[src/rtl/mips_mem_pkg.sv]
// Shared types and constants for the unified-memory port arbiter of the pipelined MIPS core.
// Holds the arbiter state encoding, the port owner encoding and default timing constants.
package mips_mem_pkg;

  typedef enum logic [1:0] {
    StIdle  = 2'd0,
    StIssue = 2'd1,
    StWait  = 2'd2,
    StResp  = 2'd3
  } arb_state_t;

  typedef enum logic {
    OwnIf = 1'b0,
    OwnDm = 1'b1
  } owner_t;

  localparam logic [3:0]  ReadBe             = 4'b1111;
  localparam int unsigned DefaultMemLatency  = 2;
  localparam int unsigned DefaultStarveLimit = 3;
  // Latency and starvation counters both cover the 1..15 range.
  localparam int unsigned CntWidth           = 4;

endpackage

[src/rtl/mem_arb_timer.sv]
// Loadable down-counter that tracks the remaining memory latency of an in-flight access.
// done is high while the count is zero; decrementing stops at zero.
module mem_arb_timer
  import mips_mem_pkg::*;
#(
  parameter int unsigned Width = CntWidth
) (
  input  logic             clk,
  input  logic             rst,
  input  logic             load,
  input  logic [Width-1:0] load_val,
  input  logic             dec,
  output logic             done
);

  logic [Width-1:0] cnt_q, cnt_d;

  always_comb begin
    cnt_d = cnt_q;
    if (load) begin
      cnt_d = load_val;
    end else if (dec && (cnt_q != '0)) begin
      cnt_d = cnt_q - Width'(1);
    end
  end

  always_ff @(posedge clk) begin
    if (rst) begin
      cnt_q <= '0;
    end else begin
      cnt_q <= cnt_d;
    end
  end

  assign done = (cnt_q == '0);

endmodule

[src/rtl/mem_port_arbiter.sv]
// Arbitrates the single-port unified memory between instruction fetch and the data stage.
// Data has priority; a saturating starvation counter forces a fetch after STARVE_LIMIT data grants.
module mem_port_arbiter
  import mips_mem_pkg::*;
#(
  parameter int unsigned MEM_LATENCY  = DefaultMemLatency,
  parameter int unsigned STARVE_LIMIT = DefaultStarveLimit
) (
  input  logic        SYS_clk,
  input  logic        SYS_reset,
  input  logic        if_req,
  input  logic [31:0] if_addr,
  input  logic        if_flush,
  output logic        if_ack,
  output logic [31:0] if_rdata,
  output logic        if_stall,
  input  logic        dm_req,
  input  logic        dm_we,
  input  logic [3:0]  dm_be,
  input  logic [31:0] dm_addr,
  input  logic [31:0] dm_wdata,
  output logic        dm_ack,
  output logic [31:0] dm_rdata,
  output logic        dm_stall,
  output logic        mem_en,
  output logic        mem_we,
  output logic [3:0]  mem_be,
  output logic [31:0] mem_addr,
  output logic [31:0] mem_wdata,
  input  logic [31:0] mem_rdata,
  output logic        busy
);

  localparam logic [CntWidth-1:0] LatLoad   = CntWidth'(MEM_LATENCY - 1);
  localparam logic [CntWidth-1:0] StarveMax = CntWidth'(STARVE_LIMIT);

  arb_state_t          state_q, state_d;
  owner_t              owner_q, owner_d;
  logic                we_q, we_d;
  logic                cancel_q, cancel_d;
  logic [CntWidth-1:0] starve_q, starve_d;
  logic                mem_en_q, mem_en_d;
  logic                mem_we_q, mem_we_d;
  logic [3:0]          mem_be_q, mem_be_d;
  logic [31:0]         mem_addr_q, mem_addr_d;
  logic [31:0]         mem_wdata_q, mem_wdata_d;
  logic                if_ack_q, if_ack_d;
  logic                dm_ack_q, dm_ack_d;
  logic [31:0]         if_rdata_q, if_rdata_d;
  logic [31:0]         dm_rdata_q, dm_rdata_d;

  logic grant_if, grant_dm;
  logic timer_load, timer_dec, timer_done;
  logic flush_hit;

  assign grant_if  = if_req && (!dm_req || (starve_q == StarveMax));
  assign grant_dm  = dm_req && !grant_if;
  assign flush_hit = (owner_q == OwnIf) && if_flush;

  mem_arb_timer #(
    .Width (CntWidth)
  ) u_timer (
    .clk      (SYS_clk),
    .rst      (SYS_reset),
    .load     (timer_load),
    .load_val (LatLoad),
    .dec      (timer_dec),
    .done     (timer_done)
  );

  always_ff @(posedge SYS_clk) begin
    if (SYS_reset) begin
      state_q <= StIdle;
    end else begin
      state_q <= state_d;
    end
  end

  always_comb begin
    state_d = state_q;
    unique case (state_q)
      StIdle:  if (grant_if || grant_dm) state_d = StIssue;
      StIssue: state_d = StWait;
      StWait:  if (timer_done) state_d = StResp;
      StResp:  state_d = StIdle;
      default: state_d = StIdle;
    endcase
  end

  always_comb begin
    owner_d     = owner_q;
    we_d        = we_q;
    cancel_d    = cancel_q;
    starve_d    = starve_q;
    mem_en_d    = 1'b0;
    mem_we_d    = 1'b0;
    mem_be_d    = mem_be_q;
    mem_addr_d  = mem_addr_q;
    mem_wdata_d = mem_wdata_q;
    if_ack_d    = 1'b0;
    dm_ack_d    = 1'b0;
    if_rdata_d  = if_rdata_q;
    dm_rdata_d  = dm_rdata_q;
    timer_load  = 1'b0;
    timer_dec   = 1'b0;
    unique case (state_q)
      StIdle: begin
        // mem_* registers double as the latched request, so ISSUE drives them directly.
        if (grant_if) begin
          owner_d    = OwnIf;
          we_d       = 1'b0;
          cancel_d   = 1'b0;
          starve_d   = '0;
          mem_en_d   = 1'b1;
          mem_be_d   = ReadBe;
          mem_addr_d = if_addr;
        end else if (grant_dm) begin
          owner_d     = OwnDm;
          we_d        = dm_we;
          cancel_d    = 1'b0;
          mem_en_d    = 1'b1;
          mem_we_d    = dm_we;
          mem_be_d    = dm_we ? dm_be : ReadBe;
          mem_addr_d  = dm_addr;
          mem_wdata_d = dm_wdata;
          if (!if_req) begin
            starve_d = '0;
          end else if (starve_q != StarveMax) begin
            starve_d = starve_q + CntWidth'(1);
          end
        end
      end
      StIssue: begin
        timer_load = 1'b1;
        if (flush_hit) cancel_d = 1'b1;
      end
      StWait: begin
        timer_dec = 1'b1;
        if (flush_hit) cancel_d = 1'b1;
        if (timer_done) begin
          if (owner_q == OwnDm) begin
            dm_ack_d   = 1'b1;
            dm_rdata_d = we_q ? 32'h0 : mem_rdata;
          end else if (!(cancel_q || if_flush)) begin
            if_ack_d   = 1'b1;
            if_rdata_d = mem_rdata;
          end
        end
      end
      StResp: begin
        cancel_d = 1'b0;
      end
      default: begin
        cancel_d = 1'b0;
      end
    endcase
  end

  always_ff @(posedge SYS_clk) begin
    if (SYS_reset) begin
      owner_q     <= OwnIf;
      we_q        <= 1'b0;
      cancel_q    <= 1'b0;
      starve_q    <= '0;
      mem_en_q    <= 1'b0;
      mem_we_q    <= 1'b0;
      mem_be_q    <= 4'h0;
      mem_addr_q  <= 32'h0;
      mem_wdata_q <= 32'h0;
      if_ack_q    <= 1'b0;
      dm_ack_q    <= 1'b0;
      if_rdata_q  <= 32'h0;
      dm_rdata_q  <= 32'h0;
    end else begin
      owner_q     <= owner_d;
      we_q        <= we_d;
      cancel_q    <= cancel_d;
      starve_q    <= starve_d;
      mem_en_q    <= mem_en_d;
      mem_we_q    <= mem_we_d;
      mem_be_q    <= mem_be_d;
      mem_addr_q  <= mem_addr_d;
      mem_wdata_q <= mem_wdata_d;
      if_ack_q    <= if_ack_d;
      dm_ack_q    <= dm_ack_d;
      if_rdata_q  <= if_rdata_d;
      dm_rdata_q  <= dm_rdata_d;
    end
  end

  always_ff @(posedge SYS_clk) begin
    if (!SYS_reset) begin
      assert (!(if_ack_q && dm_ack_q));
    end
  end

  assign if_ack    = if_ack_q;
  assign if_rdata  = if_rdata_q;
  assign if_stall  = if_req & ~if_ack_q;
  assign dm_ack    = dm_ack_q;
  assign dm_rdata  = dm_rdata_q;
  assign dm_stall  = dm_req & ~dm_ack_q;
  assign mem_en    = mem_en_q;
  assign mem_we    = mem_we_q;
  assign mem_be    = mem_be_q;
  assign mem_addr  = mem_addr_q;
  assign mem_wdata = mem_wdata_q;
  assign busy      = (state_q != StIdle);

endmodule

[config.mk]
export PLATFORM = sky130hd
export DESIGN_NAME = mem_port_arbiter
export DESIGN_NICKNAME = d
export VERILOG_FILES = /design/src/rtl/mips_mem_pkg.sv /design/src/rtl/mem_arb_timer.sv /design/src/rtl/mem_port_arbiter.sv
export SDC_FILE = /design/constraint.sdc
export NUM_CORES = 1
export LEC_CHECK = 0
export CAP_MARGIN = 20
export CORE_MARGIN = 5
export CORE_UTILIZATION = 40
export CTS_BUF_LIST = sky130_fd_sc_hd__clkbuf_2 sky130_fd_sc_hd__clkbuf_4 sky130_fd_sc_hd__clkbuf_8
export DETAILED_ROUTE_END_ITERATION = 10
export PLACE_DENSITY = 0.83
export SLEW_MARGIN = 20
export SYNTH_ARGS = -nofsm -noshare
export SYNTH_HDL_FRONTEND = slang
export SYNTH_SLANG_ARGS = --single-unit
[constraint.sdc]
create_clock -name SYS_clk -period 2.2 [get_ports SYS_clk]
set_input_delay 0.44 -clock SYS_clk [delete_from_list [all_inputs] [get_ports SYS_clk]]
set_output_delay 0.44 -clock SYS_clk [all_outputs]
set_load 0.005 [all_outputs]
# Word-level counts from Yosys, hierarchy flattened
# Cells that the tools add are included.
# op_classes
n_addsub	2
n_eq_ne	10
n_mux	29
n_bitwise	11
n_reduce_logical	28
# ops
cell	n
2-to-1 mux 32 bit	3
2-to-1 mux 4 bit	7
2-to-1 mux 1 bit	15
NOT 1 bit	9
AND reduction 3 bit	3
one-hot mux 2 bit (4 select lines)	1
OR reduction 4 bit	2
AND reduction 2 bit	3
nonzero test 2 bit	3
OR reduction 2 bit	3
adder 4 x 1 -> 4 bit (second input constant)	1
equality test 2 bit (second input constant)	2
equality test 4 x 2 -> 1 bit (second input constant)	1
logical AND 1 bit	4
logical NOT 4 bit	1
2-to-1 mux 2 bit	2
inequality test 2 bit (second input constant)	2
inequality test 4 x 2 -> 1 bit (second input constant)	1
AND reduction 4 bit	1
nonzero test 4 bit	1
subtractor 4 x 1 -> 4 bit (second input constant)	1
logical OR 1 bit	3
inequality test 3 x 1 -> 1 bit (second input constant)	1
inequality test 3 bit (second input constant)	1
7 further kinds	9
# word_totals
reg_bits	149
in_bits	138
output_inout_bits	139
wordCells	96

# Depth between registers and ports, before layout
# logic_depth
ltp_word	8
depth_mapped	8
ltp_nobuf	5

# By module
# Synthesis repeated with hierarchy kept, for this count alone.
# unflattened
cells_unflattened	655
area_unflattened_um2	6172.2
# by_module_without_submodules
mod	n_inst	cells_each	area_per_inst_um2	seq_area_each_um2
mem_port_arbiter	1	626	5909.4	2902.8
mem_arb_timer	1	29	262.8	80.1

# Worst setup path before layout
# No wires, ideal clock.
# synth_timing
path_type	register to register
start	register state_q[0]
end	register if_rdata_q[0] (netlist: if_rdata[0])
setup_ps	72
t_arrival_ps	1592
t_required_ps	2128
path_slack_ps	536
stages_incl_launch_ff	8
path_buffers	2
synth_period_minus_slack_ps	1664
cell_sequence	dfxtp_1 > inv_1 > ha_1 > buf_4 > nand4bb_4 > nor4_4 > buf_6 > mux2i_1
# synth_between
elab_chain_cells	2
# synth_rtl
element	line	text
start, declared	mem_port_arbiter.sv:37	arb_state_t state_q, state_d;
start signal, assigned	mem_port_arbiter.sv:73	state_q <= StIdle;
start signal, assigned	mem_port_arbiter.sv:75	state_q <= state_d;
equality test 2 bit	mem_port_arbiter.sv:106	unique case (state_q)
AND reduction 4 bit (no source line)	--	
end signal, assigned	mem_port_arbiter.sv:186	if_rdata_q <= if_rdata_d;
end, declared	mem_port_arbiter.sv:49	logic [31:0] if_rdata_q, if_rdata_d;
# No other way between the ends.
# A chain may end at the register's enable or synchronous reset.

# Final worst setup path
# layout_timing
start	input dm_req
end	output dm_stall
# layout_between
elab_chain_cells	1
# layout_rtl
element	line	text
start, declared	mem_port_arbiter.sv:17	input logic dm_req,
AND 1 bit	mem_port_arbiter.sv:202	assign dm_stall = dm_req & ~dm_ack_q;
end, declared	mem_port_arbiter.sv:24	output logic dm_stall,
# No other way between the ends.

==> implementation parameters <==
Parameter                              Value

Timing
  Number of hold-slack violations in the final timing report    0
  Worst clock skew    0.0131 ns
  Transition time at the pin with the least slew margin    0.524 ns
  Final critical-path required period    2.13 ns
  Sum of negative setup slack    0 ns
  Final setup viols    0
  Max-Slew Margin vs Limit    65.0%
  Max Slew Vio Count    0
  Unrepaired setup endpoints after global routing    no
  Setup slack of the critical path after layout    0.0736 ns
  Final period util    96.7%
  Maximum clock frequency    0.470 GHz
  Post-route worst hold slack    0.447 ns

Clock network
  Number of buffers inserted during clock tree synthesis    17
  TritonCTS clock tree    yes
  Clock transition at path regs    0.08 ns
  Resize count post-CTS    2
  Deepest clock path buffer count    2
  Post-CTS setup buffer count    0
  Hold_buf cts    0
  Clock insertion delay at the later pin of the skew report    0.45 ns
  Clk sinks    149
  Level count of the clock H-tree    4
  Clock root buffer    sky130_fd_sc_hd__clkbuf_8

GRT
  Maximum number of pins on one net before global-route repair    65
  Total overflow reported by the global router    0
  Wire length of the first global-routing pass    28600 um
  Total routing usage reported by global routing    19.1%
  Antenna violations before repair    0
  Number of global-route vias before repair    5672

Power
  Sequential share of power    38.8%
  Internal Pwr Total    6.03 mW
  Reported net switching power    2.70 mW
  Peak ir drop on the vdd network    528 uV
  PD cells    881 mW/mm2
  Share of total power consumed by net switching    30.9%
  Clock network fraction of design power    27.6%
  Static power due to leakage    3.62 nW
  Post-route total power    8.72 mW
  Combinational fraction of design power    33.7%

Setup path
  Crit path kind    primary input to output pin
  RR Startpoint    state_q[0]
  Crit end category    output pin
  Depth of the worst register-to-register path    6
  Reg2Reg Setup Slack    0.31 ns
  Arrival time of data at the critical path endpoint    1.69 ns
  CP max FO    2
  Worst Path Required    1.76 ns
  Type of origin of the critical path    primary input
  Reg-to-reg endpoint    if_rdata[4]

Min path
  Cell depth of the worst hold path    3
  Launch instance of the worst min-delay path    SYS_reset
  Worst-case hold path end point    owner_q
  Worst hold path type    primary input to flip-flop

Cells and area
  Antenna diodes    0
  Layout area overhead    52.3%
  NumNets Final    1115
  Number of cells in the finished layout apart from fillers    1200
  Count of fill cells added during filler insertion    1319
  Layout cells sized above 1    6.91%

Yosys
  Predominant post-synthesis flop cell    sky130_fd_sc_hd__dfxtp_1
  Synthesized area per cell    8.90 um2
  Cell accounting for the most synthesized area    sky130_fd_sc_hd__dfxtp_1
  Number of distinct library cells after synthesis    44
  Seq/Total Area, Yosys    45.9%
  Register bit count reported by yosys    149
  Count of flip-flops with a built-in enable after synthesis    0
  Asr flop ratio synth    0%
  Mapped Nets    874
  Portion of synthesized cell area occupied by the leading cell type    45.9%
  Post-synthesis instance total    730
  Area of the mapped netlist    0.00650 mm2
  Total number of yosys warnings    0
  Cells taking the most area after synthesis    sky130_fd_sc_hd__dfxtp_1 46%, sky130_fd_sc_hd__mux2i_1 10%, sky130_fd_sc_hd__nand2_1 7.8%, sky130_fd_sc_hd__nand4b_1 4.3%, sky130_fd_sc_hd__a21bo_1 4.2%

Place
  Detailed Place HPWL    13600 um
  Global placement routability congestion    0.771
  Worst slack after detailed placement    0.102 ns
  Number of port buffers    276
  Placed instance count    1168

Route
  Uppermost routed layer    met4
  Violation count after the first detailed-routing iteration    326
  Metal2 WL    9120 um
  DRC errors left    0
  Met1 wire length    7410 um
  Detailed-route vias per instance    5.12
  Met3 wire length    2100 um
  Antenna viol nets, final    0
  Number of detailed-route iterations in the first pass    5
  Via Count    6140
  Total wire length    19100 um
  Routed wire length per instance    15.9 um

Floorplan
  Effective utilization at floorplan    40.9%
  Die Outline Area    0.0189 mm2
  Floorplan row count    46
  Die extent in x    137 um
  Height of the die    137 um
  Number of I/O pins    277
  Standard cell core area    0.0159 mm2

Status
  Result of the run    complete, no violations

Job
  Number of max-cap violations    0
==> sequential cells by signal (all words and copies together), names as in the netlist <==
register / flops
cancel_q: 1
state_q: 2
mem_addr: 32
starve_q: 4
u_timer.cnt_q: 4
owner_q: 1
dm_ack: 1
mem_be: 4
mem_wdata: 32
if_rdata: 32
mem_en: 1
if_ack: 1
mem_we: 1
dm_rdata: 32
we_q: 1
==> power by group through the flow <==
stage	logic, mW	clock network [mW]	registers (mW)
after floorplan	1.42	0	3.46
after global placement	2.92	0	3.43
after detailed placement	2.95	0	3.44
after CTS	2.96	2.48	3.39
after global routing	3.20	2.60	3.44
final	2.94	2.40	3.38
==> cells in the mapped netlist, types with 4 or more instances <==
| master | instances |
|---|---|
| sky130_fd_sc_hd__clkbuf_1 | 43 |
| sky130_fd_sc_hd__inv_1 | 8 |
| sky130_fd_sc_hd__a31oi_1 | 33 |
| sky130_fd_sc_hd__o21ai_0 | 35 |
| sky130_fd_sc_hd__dfxtp_1 | 149 |
| sky130_fd_sc_hd__nand3_1 | 35 |
| sky130_fd_sc_hd__nand4b_1 | 32 |
| sky130_fd_sc_hd__buf_2 | 24 |
| sky130_fd_sc_hd__o21ai_1 | 34 |
| sky130_fd_sc_hd__ha_1 | 6 |
| sky130_fd_sc_hd__buf_4 | 4 |
| sky130_fd_sc_hd__a21bo_1 | 27 |
| sky130_fd_sc_hd__nor2_1 | 10 |
| sky130_fd_sc_hd__nand2_1 | 135 |
| sky130_fd_sc_hd__a21oi_1 | 41 |
| sky130_fd_sc_hd__mux2i_1 | 66 |
| sky130_fd_sc_hd__a21bo_2 | 5 |
==> worst max-delay path: stages <==
cell and delay (ns):
sky130_fd_sc_hd__clkdlybuf4s50_1 0.49, sky130_fd_sc_hd__nor2b_1 0.18, sky130_fd_sc_hd__clkdlybuf4s50_1 0.57
==> metrics by stage <==
step | util (%) | cell area (um2)
floorplan | - | 6500
global placement | 59.4 | 9440
detailed placement | 59.4 | 9440
CTS | 62.3 | 9900
global route | 62.3 | 9900
finish | 62.3 | 9900
==> placed cells by master (no fill, tap or decap), drive strengths merged, types with 3 or more instances in the layout <==
| cell | count |
|---|---|
| clkdlybuf4s50 | 274 |
| dfxtp | 149 |
| nand2 | 135 |
| o21ai | 69 |
| mux2i | 66 |
| a21oi | 41 |
| nand3 | 35 |
| a31oi | 33 |
| nand4b | 32 |
| a21bo | 32 |
| buf | 21 |
| clkbuf | 19 |
| inv | 14 |
| nor2 | 10 |
| ha | 6 |
| clkinvlp | 4 |
| bufinv | 4 |
| nor2b | 3 |
| nor3 | 3 |
| nor3b | 3 |
| or3 | 3 |
| and3 | 3 |
==> final cells by class <==
cell class,instances,area (um2),share of cell area (%)
Clock buffer,19,262,2.64
Clock inverter,13,194,1.96
Inverter,10,40.0,0.404
Multi-Input combinational cell,497,3160,31.9
Sequential cell,149,2980,30.1
Tap cell,216,270,2.73
Timing Repair Buffer,296,2990,30.2
==> cell families after synthesis <==
family	after synthesis	synth area share, %
DFF	149	45.9
muxes	66	10.2
AOI/OAI and AO/OA	186	18.0
xor gates and xnor gates	1	0.135
adders and majority gates	6	1.16
buffers and inverters	84	5.89
and+or+nand+nor	238	18.7
==> worst max-delay path by stage <==
stage	start	end	slack [ns]	cells past startpoint
floorplan	state_q[0]	if_rdata[0]	0.54	7
finish	dm_req	dm_stall	0.07	3
global route	dm_req	dm_stall	0.06	3
CTS	dm_req	dm_stall	0.08	3
detailed placement	if_req	owner_q	0.10	6
global placement	if_req	if_stall	0.12	3
==> metal layers <==
layer / global-route usage [%] / up-vias
li1: - / 3056
met1: 21.6 / 2824
met2: 32.2 / 231
met3: 7.49 / 29
met4: 7.98 / 0
met5: 0 / -
Note: power is estimated with default switching activity, not from simulation.
